File: src/rtl/incdec_seq_pkg.sv
// Shared definitions for the incdec sequencer: state encoding, default widths
// and flag bit positions.
package incdec_seq_pkg;

    localparam int DEF_DATASIZE = 8;
    localparam int DEF_FLAGSIZE = 8;

    localparam int DEF_FLAG_S = 7;
    localparam int DEF_FLAG_Z = 6;
    localparam int DEF_FLAG_A = 4;
    localparam int DEF_FLAG_P = 2;
    localparam int DEF_FLAG_C = 0;

    typedef enum logic [1:0] {
        IDLE = 2'd0,
        LO   = 2'd1,
        HI   = 2'd2,
        DONE = 2'd3
    } state_t;

endpackage

File: src/rtl/incdec_seq_unit.sv
// Combinational INR/DCR-style increment/decrement unit with 8080-style flags.
// The carry/borrow out of the top bit is exported for multi-byte chaining.
module incdec_seq_unit
    import incdec_seq_pkg::*;
#(
    parameter int DATASIZE = DEF_DATASIZE,
    parameter int FLAGSIZE = DEF_FLAGSIZE,
    parameter int FLAG_S   = DEF_FLAG_S,
    parameter int FLAG_Z   = DEF_FLAG_Z,
    parameter int FLAG_A   = DEF_FLAG_A,
    parameter int FLAG_P   = DEF_FLAG_P,
    parameter int FLAG_C   = DEF_FLAG_C
) (
    input  logic [DATASIZE-1:0] a,
    input  logic                dec,
    output logic [DATASIZE-1:0] s,
    output logic                c,
    output logic [FLAGSIZE-1:0] f
);

    localparam logic [DATASIZE:0] ONE = {{DATASIZE{1'b0}}, 1'b1};

    logic [DATASIZE:0] t;
    logic [4:0]        nib;

    // NOTE: every variable written in always_comb gets a default first, so no
    // path can leave it unassigned and infer a latch.
    always_comb begin
        t   = dec ? ({1'b0, a} - ONE) : ({1'b0, a} + ONE);
        nib = dec ? ({1'b0, a[3:0]} - 5'd1) : ({1'b0, a[3:0]} + 5'd1);
        f         = '0;
        f[FLAG_S] = t[DATASIZE-1];
        f[FLAG_Z] = (t[DATASIZE-1:0] == '0);
        f[FLAG_A] = nib[4];
        f[FLAG_P] = ~^t[DATASIZE-1:0];
        f[FLAG_C] = t[DATASIZE];
    end

    assign s = t[DATASIZE-1:0];
    assign c = t[DATASIZE];

endmodule

File: src/rtl/incdec_seq.sv
// Round-robin sequencer sharing one incdec unit between two requesters;
// 16-bit pair ops run as a low-byte pass followed by a high-byte pass.
module incdec_seq
    import incdec_seq_pkg::*;
#(
    parameter int DATASIZE = DEF_DATASIZE,
    parameter int FLAGSIZE = DEF_FLAGSIZE,
    parameter int FLAG_S   = DEF_FLAG_S,
    parameter int FLAG_Z   = DEF_FLAG_Z,
    parameter int FLAG_A   = DEF_FLAG_A,
    parameter int FLAG_P   = DEF_FLAG_P,
    parameter int FLAG_C   = DEF_FLAG_C
) (
    input  logic                  iClock,
    input  logic                  iReset,
    input  logic                  iReq0,
    input  logic                  iDec0,
    input  logic                  iWide0,
    input  logic [2*DATASIZE-1:0] iA0,
    input  logic                  iReq1,
    input  logic                  iDec1,
    input  logic                  iWide1,
    input  logic [2*DATASIZE-1:0] iA1,
    output logic [1:0]            oAck,
    output logic                  oValid,
    output logic                  oGnt,
    output logic [2*DATASIZE-1:0] oS,
    output logic [FLAGSIZE-1:0]   oF,
    output logic                  oFV,
    output logic                  oBusy
);

    localparam int W = 2 * DATASIZE;

    state_t state, state_nxt;

    logic [W-1:0]        op_a;
    logic                op_dec;
    logic                op_wide;
    logic                owner;
    logic                ptr;
    logic [DATASIZE-1:0] lo_res;
    logic                lo_carry;
    logic [W-1:0]        s_q;
    logic [FLAGSIZE-1:0] f_q;
    logic                fv_q;
    logic                gnt0, gnt1;

    logic [DATASIZE-1:0] u_a;
    logic [DATASIZE-1:0] u_s;
    logic                u_c;
    logic [FLAGSIZE-1:0] u_f;

    assign u_a = (state == HI) ? op_a[W-1:DATASIZE] : op_a[DATASIZE-1:0];

    incdec_seq_unit #(
        .DATASIZE (DATASIZE),
        .FLAGSIZE (FLAGSIZE),
        .FLAG_S   (FLAG_S),
        .FLAG_Z   (FLAG_Z),
        .FLAG_A   (FLAG_A),
        .FLAG_P   (FLAG_P),
        .FLAG_C   (FLAG_C)
    ) u_unit (
        .a   (u_a),
        .dec (op_dec),
        .s   (u_s),
        .c   (u_c),
        .f   (u_f)
    );

    // ptr holds the last requester served; on contention the other one wins.
    always_comb begin
        state_nxt = state;
        gnt0      = 1'b0;
        gnt1      = 1'b0;
        case (state)
            IDLE: begin
                if (!iReset) begin
                    gnt0 = iReq0 && (!iReq1 || ptr);
                    gnt1 = iReq1 && (!iReq0 || !ptr);
                end
                if (gnt0 || gnt1)
                    state_nxt = LO;
            end
            LO:      state_nxt = op_wide ? HI : DONE;
            HI:      state_nxt = DONE;
            DONE:    state_nxt = IDLE;
            default: state_nxt = IDLE;
        endcase
    end

    // NOTE: sequential state uses non-blocking assignments so every register
    // samples pre-edge values regardless of block ordering.
    always_ff @(posedge iClock) begin
        if (iReset)
            state <= IDLE;
        else
            state <= state_nxt;
    end

    always_ff @(posedge iClock) begin
        if (iReset) begin
            op_a     <= '0;
            op_dec   <= 1'b0;
            op_wide  <= 1'b0;
            owner    <= 1'b0;
            ptr      <= 1'b1;
            lo_res   <= '0;
            lo_carry <= 1'b0;
            s_q      <= '0;
            f_q      <= '0;
            fv_q     <= 1'b0;
        end else begin
            case (state)
                IDLE: begin
                    if (gnt0 || gnt1) begin
                        op_a    <= gnt1 ? iA1 : iA0;
                        op_dec  <= gnt1 ? iDec1 : iDec0;
                        op_wide <= gnt1 ? iWide1 : iWide0;
                        owner   <= gnt1;
                        ptr     <= gnt1;
                    end
                end
                LO: begin
                    lo_res   <= u_s;
                    lo_carry <= u_c;
                    if (!op_wide) begin
                        s_q  <= {{DATASIZE{1'b0}}, u_s};
                        f_q  <= u_f;
                        fv_q <= 1'b1;
                    end
                end
                HI: begin
                    // High byte only moves when the low byte carried/borrowed out.
                    s_q  <= {(lo_carry ? u_s : op_a[W-1:DATASIZE]), lo_res};
                    f_q  <= '0;
                    fv_q <= 1'b0;
                end
                default: ;
            endcase
        end
    end

    assign oAck   = {gnt1, gnt0};
    assign oValid = (state == DONE);
    assign oGnt   = (state == DONE) && owner;
    assign oS     = s_q;
    assign oF     = f_q;
    assign oFV    = fv_q;
    assign oBusy  = (state != IDLE);

endmodule

File: config.mk
export PLATFORM = sky130hd
export DESIGN_NAME = incdec_seq
export DESIGN_NICKNAME = d
export VERILOG_FILES = /design/src/rtl/incdec_seq_pkg.sv /design/src/rtl/incdec_seq_unit.sv /design/src/rtl/incdec_seq.sv
export SDC_FILE = /design/constraint.sdc
export NUM_CORES = 1
export LEC_CHECK = 0
export ABC_AREA = 1
export CAP_MARGIN = 5
export CORE_MARGIN = 10
export CORE_UTILIZATION = 55
export CTS_CLUSTER_DIAMETER = 80
export CTS_CLUSTER_SIZE = 30
export DETAILED_ROUTE_END_ITERATION = 8
export PLACE_DENSITY = 0.85
export SLEW_MARGIN = 0
export SYNTH_ARGS = -nofsm -noshare
export SYNTH_HDL_FRONTEND = slang
export SYNTH_SLANG_ARGS = --single-unit
File: constraint.sdc
create_clock -name iClock -period 5 [get_ports iClock]
set_input_delay 1 -clock iClock [delete_from_list [all_inputs] [get_ports iClock]]
set_output_delay 1 -clock iClock [all_outputs]
set_load 0.005 [all_outputs]
==> metrics.txt, run 1 <==
unrepaired setup endpoints after global routing no; # hold bufs at CTS 0; CP Max Fanout 20; Final Non-Filler Cells 549; DR iter-0 viols 137; Required @ worst endpoint 4.00 ns; Synthesis Warnings 0; Unique masters post-synth 37; endpoints failing setup 0; first-pass GRT wire length 12000 um; via/cell ratio 5.21; antenna violations before repair 0; FILL cells 473; leak pwr 1.66 nW; # rows 27; TritonRoute pass-1 iters 5; R2R Setup Slk 1.76 ns; max frequency 0.274 GHz; wire per inst 13.7 um; CTS Buf Count 5; worst path bufs/invs 4; Sum Neg Setup Slack 0 ns; Net Switching 714 uW; Worst setup SP type primary input; Die ar. 0.00914 sq mm; largest net degree at the start of global routing 41; maximum clock insertion buffer count 2; number of max-cap violations 0; #FFs+latches synth 53; WS Path Type in -> out; Crit path top cell by count clkdlybuf4s50_1; DP HPWL 6040 um; slowest stage cell on the critical path clkdlybuf4s50_1; Worst-path clk slew 0.09 ns; CP Cell Sequence clkdlybuf4s50_1 -> inv_4 -> nand3_1 -> nor2_1 -> buf_4 -> clkdlybuf4s50_1; Comb power frac 50.5%; cell-internal power 952 uW; Seq/Total Area, Yosys 33.8%; vias in the first global route 2662; DR DRC count 0; Top Ports 70; P&R area growth vs syn 22.5%; power density cells 433 mW/mm^2; Die Span Y 95.6 um; CTS resizes 0; CP max stage delay 0.55 ns; Vias 2862; Ant. Diodes 0; status finished clean; async set or reset register ratio after synthesis 0%; CP arrival 2.65 ns; Flop pwr share 35.0%; DRT antenna net count 0; Post-synth EDFFs 0; Final Hold Fails 0; relative slew slack 60.9%; worst ir drop on vdd 269 uV; cell at the root of the clock tree clkbuf_8; critical path's top delay family buffers and inverters; layout cells sized above 1 11.5%; Total GRT Usage 16.3%; worst hold path class reg -> reg; hold_ws 0.449 ns; htree depth 2; Initial Util 56.7%; Synth Area per Inst 7.41 sq um; Clk Latency, worst-skew pair 0.31 ns; Post-layout nets 530; RePlAce Congestion 0.893; Worst-Margin Slew 0.587 ns; ys flop type dfxtp_1; placed insts 541; grt ovf 0; Die Wd 95.6 um; switch share 42.8%; Max Transition Viols Final 0; routed wire length 7510 um; minimum clock period 3.65 ns; CTS tree yes; Final period util 73.0%; clock network power share 14.5%; IO Port Bufs 66; Final Skew 0.00806 ns; Clock Sinks 53; Synth Instances 424; mapped cell area 0.00314 sq mm; Core Area 0.00554 sq mm; post-CTS setup buffer count 0; Critical Path Sink Type output port
## state kept, by name, indices dropped and copies added (netlist names)
| signal | cells |
|---|---|
| state | 2 |
| owner | 1 |
| lo_carry | 1 |
| oS | 16 |
| oFV | 1 |
| ptr | 1 |
| op_wide | 1 |
| lo_res | 8 |
| op_a | 16 |
| oF | 5 |
| op_dec | 1 |
## final cells by class
class	instances	area, sq um	share of cell area [%]
Sequential cell	53	1060	27.6
Clock inverter	2	13.8	0.357
Timing Repair Buffer	68	676	17.5
Inverter	40	158	4.09
Multi-Input combinational cell	308	1780	46.2
Tap cell	72	90.1	2.34
Clock buffer	6	72.6	1.88
## cells in the mapped netlist (2+ instances only)
| cell | n | area [sq um] |
|---|---|---|
| a211oi_1 | 2 | 15.0 |
| a21oi_1 | 37 | 185 |
| a21oi_2 | 5 | 43.8 |
| a31oi_1 | 4 | 25.0 |
| buf_2 | 5 | 25.0 |
| buf_4 | 7 | 52.6 |
| buf_6 | 2 | 22.5 |
| clkbuf_1 | 10 | 37.5 |
| dfxtp_1 | 53 | 1060 |
| ha_1 | 13 | 163 |
| inv_1 | 27 | 101 |
| inv_2 | 11 | 41.3 |
| nand2_1 | 116 | 435 |
| nand2_2 | 6 | 37.5 |
| nand2_4 | 9 | 101 |
| nand3_1 | 13 | 65.1 |
| nand3_2 | 7 | 70.1 |
| nand4_1 | 4 | 25.0 |
| nor2_1 | 12 | 45.0 |
| nor2_4 | 3 | 33.8 |
| o211ai_1 | 14 | 105 |
| o21ai_0 | 19 | 95.1 |
| o21ai_1 | 10 | 50.1 |
| o21bai_1 | 20 | 150 |
| xnor2_1 | 3 | 26.3 |
## through the flow
stage               instance area, sq um  util, %  total power, mW  setup WS, ns
finish                              3850     69.5             1.67          1.35
CTS                                 3850     69.5             1.67          1.34
floorplan                           3150        -             1.22          2.10
detailed placement                  3760     67.9             1.44          1.35
global placement                    3760     67.9             1.41          1.40
global route                        3850     69.5             1.80          1.25
## final timing paths
path | startpoint | depth (start not counted) | endpoint
worst max-delay path | iReset | 6 | oAck[1]
worst min-delay path | lo_res[1] | 2 | oS[1]
worst max register to register | state[0] | 13 | oF[2]
worst min register to register | lo_res[1] | 2 | oS[1]
## worst reg2reg max path, cell delays in order, from the launching register on
cell     delay (ns)
dfxtp_1        0.35
inv_1          0.12
ha_1           0.55
inv_6          0.13
nand2_4        0.11
nand2_4        0.09
fa_1           0.49
xnor2_1        0.41
ha_1           0.33
xnor2_1        0.25
inv_1          0.09
nand3_2        0.08
nand3_2        0.08
a21oi_2        0.12
## power by group through the flow
stage | clock network (mW) | logic [mW] | registers, mW
global placement | 0 | 0.822 | 0.587
CTS | 0.246 | 0.845 | 0.583
detailed placement | 0 | 0.843 | 0.592
global route | 0.263 | 0.940 | 0.594
finish | 0.241 | 0.842 | 0.583
floorplan | 0 | 0.646 | 0.572
## cells in the final DEF, fill, tap and decap left out, types with 2 or more instances in the layout
| cell type | synthesis | layout |
|---|---|---|
| o211ai_1 | 14 | 14 |
| nor2_4 | 3 | 3 |
| o21bai_1 | 20 | 20 |
| inv_2 | 11 | 11 |
| ha_1 | 13 | 13 |
| nand2_1 | 116 | 116 |
| nand2_2 | 6 | 6 |
| inv_6 | 1 | 2 |
| a21oi_2 | 5 | 5 |
| o21ai_0 | 19 | 19 |
| xnor2_1 | 3 | 3 |
| a21oi_1 | 37 | 37 |
| a31oi_1 | 4 | 4 |
| a211oi_1 | 2 | 2 |
| dfxtp_1 | 53 | 53 |
| clkdlybuf4s50_1 | 0 | 66 |
| buf_4 | 7 | 2 |
| nor2_1 | 12 | 12 |
| inv_1 | 27 | 27 |
| clkbuf_8 | 0 | 5 |
| o21ai_1 | 10 | 10 |
| nand3_2 | 7 | 7 |
| nand3_1 | 13 | 13 |
| conb_1 | 1 | 3 |
| nand2_4 | 9 | 9 |
| nand4_1 | 4 | 4 |
## per-layer routing
layer	vias to the layer above	global-route usage (%)	wire length, um
met3	9	6.60	717
met5	-	0	0
met2	89	27.5	3430
met1	1270	18.2	3270
met4	0	5.28	101
li1	1494	-	-
## cell families after synthesis
logic type / synth area share, %
adder cells (fa/ha/maj): 5.81
AO/OA/AOI/OAI: 21.6
AND/OR/NAND/NOR: 27.7
other: 0.119
XOR/XNOR: 1.11
buffers and inverters: 9.87
flip-flops: 33.8
Power figures use the tool's default switching activity.
==> inputs of run 2 (changes only) <==
- CORE_UTILIZATION: 55 -> 51
- PLACE_DENSITY: 0.85 -> 0.8
- clock period: 5 -> 3.75 ns (I/O delays scaled with it)
==> metrics.txt, run 2 (synthesized netlist as in run 1, its figures left out) <==
relative slew slack 61.4%; worst hold start lo_res[1]; Die ar. 0.00970 sq mm; Max Transition Viols Final 0; Worst setup SP type flop; minimum clock period 3.18 ns; Total GRT Usage 15.6%; Final Hold Fails 0; power density cells 591 mW/mm^2; leak pwr 1.67 nW; RePlAce Congestion 0.911; Die Wd 98.5 um; via/cell ratio 5.20; post-CTS setup buffer count 0; routed wire length 7680 um; endpoints failing setup 0; DR iter-0 viols 132; worst hold path class reg -> reg; DR DRC count 0; commonest non-fill, non-tap cell in the layout nand2_1; # hold bufs at CTS 0; Required @ worst endpoint 4.00 ns; met2 wire length 3390 um; htree depth 2; number of max-cap violations 0; Die Span Y 98.5 um; first-pass GRT wire length 13100 um; Worst-Margin Slew 0.579 ns; Min-Delay Path Depth 2; antenna violations before repair 0; WS Path Type reg -> reg; Clock Sinks 53; Clk Latency, worst-skew pair 0.31 ns; P&R area growth vs syn 23.4%; DRT antenna net count 0; Initial Util 52.8%; CP arrival 3.43 ns; WL met3 711 um; worst hold endpoint oS[1]; # rows 28; Ant. Diodes 0; R2R Path End oF[2]; IO Port Bufs 66; Final Skew 0.00511 ns; status finished clean; DP HPWL 6190 um; unrepaired setup endpoints after global routing no; grt ovf 0; Top Layer Used met4; CTS tree yes; CP Max Fanout 13; CTS resizes 0; R2R Setup Slk 0.57 ns; Post-layout nets 530; Metal-1 WL 3470 um; most frequent cells in the layout 116 x nand2_1, 66 x clkdlybuf4s50_1, 53 x dfxtp_1, 37 x a21oi_1, 27 x inv_1; cell count of the worst reg-to-reg path 17; Sum Neg Setup Slack 0 ns; CTS Buf Count 5; Vias 2870; Top Ports 70; Final period util 84.7%; Worst-path clk slew 0.10 ns; FF-to-FF Start state[0]; Core Area 0.00596 sq mm; layout cells sized above 1 11.7%; TritonRoute pass-1 iters 5; largest net degree at the start of global routing 41; Tot Pwr 2.29 mW; cell at the root of the clock tree clkbuf_8; final cell utilization of the core 65.1%; vias in the first global route 2817; maximum clock insertion buffer count 2; wire per inst 13.9 um; worst ir drop on vdd 433 uV; Critical Path Sink Type flop; max frequency 0.315 GHz
-- run 2: cell types whose count changed in the layout (fill, tap and decap cells not counted), sizes merged --
cell / delta
bufinv: +1
clkbuf: -1
-- run 2: area by class of cell --
type	count	area (sq um)
clock buffers	5	68.8
inverters	40	158
fillers	548	2080
clock inverters	3	43.8
well taps	75	93.8
repair buffers	68	676
multi-input cells	308	1780
flip-flops and latches	53	1060
-- run 2: power breakdown --
part / internal (mW) / switching (mW) / leakage (nW)
Sequential: 0.684 / 0.0942 / 0.432
Clock: 0.200 / 0.193 / 0.0585
Combinational: 0.452 / 0.671 / 1.18
Total: 1.34 / 0.959 / 1.67
-- run 2: worst max path at each step --
stage	from	end	slack, ns	depth (start not counted)
2_1_floorplan	state[0]	oF[2]	0.88	19
3_3_place_gp	state[0]	oF[2]	0.75	17
3_5_place_dp	state[0]	oF[2]	0.58	17
4_1_cts	state[0]	oF[2]	0.57	17
5_1_grt	state[0]	oF[2]	0.19	17
6_report	state[0]	oF[2]	0.57	17
-- run 2: worst max-delay path, stage by stage (launching register included) --
cell and delay [ns]:
dfxtp_1 0.35, inv_1 0.12, ha_1 0.54, inv_6 0.13, nand2_1 0.09, nand2_1 0.08, ha_1 0.33, nand2_1 0.10
inv_1 0.07, nand2_4 0.07, nand2_4 0.05, xnor2_1 0.29, ha_1 0.30, xnor2_1 0.24, inv_1 0.08, nand3_2 0.08
nand3_2 0.07, a21oi_2 0.10
-- run 2: layer usage --
metal | vias up | global-route usage, %
li1 | 1500 | -
met1 | 1260 | 19.2
met2 | 101 | 24.4
met3 | 9 | 6.49
met4 | 0 | 4.74
met5 | - | 0
-- run 2: metrics by stage --
stage	instance area [sq um]	cells	setup slack, ns	hold WS (ns)
global placement	3770	544	0.746	0.431
detailed placement	3770	544	0.585	0.443
floorplan	3150	426	0.876	0.420
global route	3880	552	0.191	0.463
CTS	3880	552	0.566	0.457
finish	3880	552	0.572	0.451
